File: src/rtl/stage_queue_pkg.sv
// Decoded-instruction types shared by the decode/execute boundary, plus the
// queue entry layout carried by stage_queue.
package stageinfo;

    typedef struct packed {
        logic [31:0] pc;
        logic [31:0] instr;
    } StageInfo;

    typedef struct packed {
        logic [3:0] alu_op;
        logic [4:0] rd;
        logic       reg_we;
        logic       mem_re;
        logic       mem_we;
    } Ctrl;

    typedef struct packed {
        logic       valid;
        logic [4:0] cause;
    } TrapInfo;

    typedef struct packed {
        StageInfo info;
        Ctrl      ctrl;
        TrapInfo  trap;
    } QueueEntry;

    localparam int QUEUE_ENTRY_W = $bits(QueueEntry);

endpackage

File: src/rtl/stage_queue_wrap_ptr.sv
// Wrapping index counter 0..DEPTH-1 with synchronous reset and clear.
module wrap_ptr #(
    parameter int DEPTH = 4
) (
    input  logic                       clk,
    input  logic                       reset,
    input  logic                       clear,
    input  logic                       inc,
    output logic [$clog2(DEPTH)-1:0]   ptr
);

    localparam int PW = $clog2(DEPTH);

    always_ff @(posedge clk) begin
        if (reset || clear)
            ptr <= '0;
        else if (inc)
            ptr <= (ptr == PW'(DEPTH - 1)) ? '0 : ptr + 1'b1;
    end

endmodule

File: src/rtl/stage_queue.sv
// Decode->execute valid/ready instruction queue with flush and trap serialisation.
// Define STAGE_QUEUE_BYPASS_EN for same-cycle pass-through when the queue is empty.
module stage_queue
    import stageinfo::*;
#(
    parameter int DEPTH = 4
) (
    input  logic                           clk,
    input  logic                           reset,
    input  logic                           flush,
    input  logic                           enq_valid,
    output logic                           enq_ready,
    input  logic [QUEUE_ENTRY_W-1:0]       enq_entry,
    output logic                           deq_valid,
    input  logic                           deq_ready,
    output logic [QUEUE_ENTRY_W-1:0]       deq_entry,
    output logic [$clog2(DEPTH+1)-1:0]     count,
    output logic                           trap_held
);

    localparam int PW = $clog2(DEPTH);
    localparam int CW = $clog2(DEPTH + 1);

    QueueEntry          mem [DEPTH];
    QueueEntry          enq_e;
    QueueEntry          head_e;
    logic [PW-1:0]      rd_ptr;
    logic [PW-1:0]      wr_ptr;
    logic [CW-1:0]      count_q;
    logic               trap_held_q;
    logic               empty;
    logic               full;
    logic               byp_avail;
    logic               byp_take;
    logic               enq_fire;
    logic               deq_fire;
    logic               wr_inc;
    logic               rd_inc;

    assign enq_e  = QueueEntry'(enq_entry);
    assign head_e = mem[rd_ptr];
    assign empty  = (count_q == '0);
    assign full   = (count_q == CW'(DEPTH));

`ifdef STAGE_QUEUE_BYPASS_EN
    assign byp_avail = empty && enq_valid && !trap_held_q && !flush;
`else
    assign byp_avail = 1'b0;
`endif

    // enq_ready looks only at state, so a full queue refuses even when the head leaves
    assign enq_ready = !full && !trap_held_q;
    assign deq_valid = (!empty && !flush) || byp_avail;

    always_comb begin
        deq_entry = '0;
        if (!empty)
            deq_entry = head_e;
        else if (byp_avail)
            deq_entry = enq_entry;
    end

    assign enq_fire = enq_valid && enq_ready && !flush;
    assign deq_fire = deq_valid && deq_ready && !flush;
    // a bypassed entry consumed in the same cycle never touches storage
    assign byp_take = byp_avail && deq_ready;
    assign wr_inc   = enq_fire && !byp_take;
    assign rd_inc   = deq_fire && !byp_take;

    wrap_ptr #(.DEPTH(DEPTH)) u_rd_ptr (
        .clk   (clk),
        .reset (reset),
        .clear (flush),
        .inc   (rd_inc),
        .ptr   (rd_ptr)
    );

    wrap_ptr #(.DEPTH(DEPTH)) u_wr_ptr (
        .clk   (clk),
        .reset (reset),
        .clear (flush),
        .inc   (wr_inc),
        .ptr   (wr_ptr)
    );

    always_ff @(posedge clk) begin
        if (wr_inc)
            mem[wr_ptr] <= enq_e;
    end

    always_ff @(posedge clk) begin
        if (reset || flush) begin
            count_q     <= '0;
            trap_held_q <= 1'b0;
        end else begin
            count_q <= count_q + CW'(wr_inc) - CW'(rd_inc);
            // a trapping entry is always the youngest, so set and clear never coincide
            if (wr_inc && enq_e.trap.valid)
                trap_held_q <= 1'b1;
            else if (rd_inc && head_e.trap.valid)
                trap_held_q <= 1'b0;
        end
    end

    assign count     = count_q;
    assign trap_held = trap_held_q;

endmodule
File: config.mk
export PLATFORM = sky130hd
export DESIGN_NAME = stage_queue
export DESIGN_NICKNAME = d
export VERILOG_FILES = /design/src/rtl/stage_queue_pkg.sv /design/src/rtl/stage_queue_wrap_ptr.sv /design/src/rtl/stage_queue.sv
export SDC_FILE = /design/constraint.sdc
export NUM_CORES = 1
export LEC_CHECK = 0
export CORE_MARGIN = 1.5
export CORE_UTILIZATION = 30
export DETAILED_ROUTE_END_ITERATION = 8
export PLACE_DENSITY_LB_ADDON = 0.15
export SKIP_CTS_REPAIR_TIMING = 1
export SLEW_MARGIN = 0
export SYNTH_ARGS = -nofsm -noshare
export SYNTH_HDL_FRONTEND = slang
export SYNTH_SLANG_ARGS = --single-unit
File: constraint.sdc
create_clock -name clk -period 4.5 [get_ports clk]
set_clock_uncertainty 0.1 [all_clocks]
set_input_delay 0.9 -clock clk [delete_from_list [all_inputs] [get_ports clk]]
set_output_delay 0.9 -clock clk [all_outputs]
set_load 0.02 [all_outputs]
==> reports/metrics.yaml <==
hold_slack_ps: 464
synth_top_area_share_pct: 76.0
total_power_mw: 6.80
grtUsageTotal_pct: 12.7
fp.coreArea_um2: 42300
rsz0062_at_grt: "no"
p_sw_mw: 1.38
met2_usage_pct: 21.0
gr-max-usage-layer: "met2"
synth.area.top_cells: "edfxtp_1, mux4_2, nor2b_1, dfxtp_1, buf_6"
rr_worst_depth: 12
ys_seq_area_share_pct: 77.6
worstPathCellList: "buf_4 > mux4_2 > nor2b_1 > clkdlybuf4s50_1"
reg2reg_slack_ps: 1760
synthMuxAreaShare_pct: 14.3
dr.pass1.iters: 4
syn-cell-area_um2: 13000
finalWirelength_um: 27600
wl_per_cell_um: 20.0
synthesis.nets: 672
overflow: 0
tritoncts: "yes"
p_seq_share_pct: 51.9
n_fill_cell: 3806
synth_top_family_by_area: "multiplexers"
fin_nets: 872
status: "finished, final reports clean"
cts.clk_slew.worst_paths_ps: 60
slew_headroom_pct: 60.1
r2r-end: "count[2]"
power.density_nw_per_um2: 409
clockPowerShare_pct: 42.3
slowest_stage: "dfxtp_4"
cts_inserted_buffers: 37
power.internal_mw: 5.42
cts-root-buf: "clkbuf_16"
num_io_pins: 175
use_met1_pct: 16.6
drive_gt1_share_pct: 19.3
drc: 0
ys_ff_latch: 338
dieWidth_um: 211
tightest_slew_ps: 597
max_freq_ghz: 0.260
drv_cap: 0
path_class: "reg2out"
drtIter0Drc: 269
grt_pass1_vias: 6967
ant_nets: 0
period_minus_slack_ps: 3840
synth-edff-count: 328
syn_inst: 577
grt_use_met3_pct: 3.26
regArea_um2: 10100
synth_fa_ha_area_share_pct: 0.831
vias: 6214
cp_data_arrival_time_ps: 2840
tns_ps: 0
htree_levels: 2
clock_latency_ps: 530
synth_common_cells: "edfxtp_1, mux4_2, nor2b_1"
viasPerCell: 4.50
clock_sinks: 338
hpwl_um: 15800
setup.worst_path.end_class: "output port"
antenna_found_initial: 2
rows: 75
min_path_type: "reg2reg"
swShare_pct: 20.3
numPortBuffers: 174
peakVddDrop_mv: 0.206
place.gp.congestion: 0.700
die_h_um: 211
period_share_pct: 85.4
critical_path.max_fanout: 28
grt_max_degree: 83
critPathCapture: "deq_entry[67]"
combPwrFrac_pct: 5.8
setup_viol: 0
required_ps: 3500
yosysMostFrequentCell: "edfxtp_1"
start_kind: "register"
avgSynthCellArea_um2: 22.5
yosysWarnings: 0
multiInputGateArea_um2: 2710
power_leakage_nw: 5.14
synth_top_area_cell: "edfxtp_1"
slew_viol_final: 0
worstReg2RegStart: "count[2]"
start_util_pct: 30.6
async_flop_share_pct: 0
synthFlopType: "edfxtp_1"
synth_xor_xnor_area_share_pct: 0.0676
synth_simple_gate_area_share_pct: 5.12
hold_violations: 0
area_delta_synth_final_pct: 28.3
grt_pass1_wl_um: 42100
synth-compound-area-share_pct: 0.570
dieArea_um2: 44400
clockBufferDepth: 3
slowest_delay_ps: 670
synth.distinct_cells: 30
-- cell type report --
type	count	share of cell area (%)
Tap cell	577	4.34
Antenna cell	1	0.0151
Clock inverter	20	1.18
Inverter	6	0.135
Sequential cell	338	60.5
Multi-Input combinational cell	206	16.3
Clock buffer	46	5.83
Timing Repair Buffer	188	11.7
-- kinds of logic after synthesis --
| group | count (synthesis) |
|---|---|
| flops | 338 |
| xor+xnor | 1 |
| simple gates | 106 |
| buf+inv | 33 |
| fa+ha+maj | 8 |
| compound gates | 9 |
| mux | 82 |
-- power by group through the flow --
stage                     Clock, mW  Combinational, mW  Sequential [mW]
after floorplan                   0              0.169             3.60
after global placement            0              0.400             3.59
after detailed placement          0              0.407             3.59
after CTS                      2.97              0.410             3.53
after global routing           3.10              0.430             3.53
final                          2.88              0.398             3.53
-- per-layer routing --
metal	vias to the layer above	share of wire, %
li1	2759	-
met1	3275	44
met2	136	49
met3	42	5.4
met4	2	2.0
met5	-	0.043
-- layout by cell type, fill, tap and decap left out, types with 4 or more instances in the layout --
| master | Yosys | layout |
|---|---|---|
| nor2b_1 | 75 | 75 |
| clkdlybuf4s50_1 | 0 | 174 |
| clkbuf_1 | 9 | 8 |
| buf_12 | 0 | 8 |
| and2b_1 | 7 | 7 |
| buf_4 | 1 | 6 |
| clkinv_1 | 0 | 7 |
| clkinv_2 | 0 | 6 |
| edfxtp_1 | 328 | 328 |
| inv_1 | 6 | 6 |
| dfxtp_1 | 10 | 8 |
| mux4_2 | 82 | 82 |
| nor2_1 | 7 | 7 |
| ha_1 | 7 | 7 |
| and2_4 | 0 | 4 |
| clkbuf_16 | 0 | 37 |
-- state kept, by name, summed over array words and instances (netlist names), named ones only --
signal	count
trap_held	1
u_wr_ptr.ptr	2
count	3
mem	328
u_rd_ptr.ptr	2
-- critical path, delay by kind of cell, from the launching register on --
family	cells	cell delay [ps]
flip-flops	1	670
multiplexers	1	280
buffers and inverters	2	1130
AND/OR/NAND/NOR	1	220
-- worst min path at each step --
stage	depth (start not counted)	end	startpoint
floorplan	2	register	u_rd_ptr.ptr[0]
global route	2	register	u_rd_ptr.ptr[0]
detailed placement	2	register	u_rd_ptr.ptr[0]
finish	2	register	u_rd_ptr.ptr[0]
global placement	2	register	u_rd_ptr.ptr[1]
CTS	2	register	u_rd_ptr.ptr[0]
-- through the flow --
step           utilization, %  cell area (um^2)  setup WS, ps  instances
2_1_floorplan               -             13000           634        577
3_3_place_gp             36.5             15500           934       1315
3_5_place_dp             36.5             15500           962       1315
4_1_cts                  39.3             16600           507       1381
5_1_grt                  39.3             16600           467       1381
6_report                 39.3             16600           657       1382
Note: power is estimated with default switching activity, not from simulation.
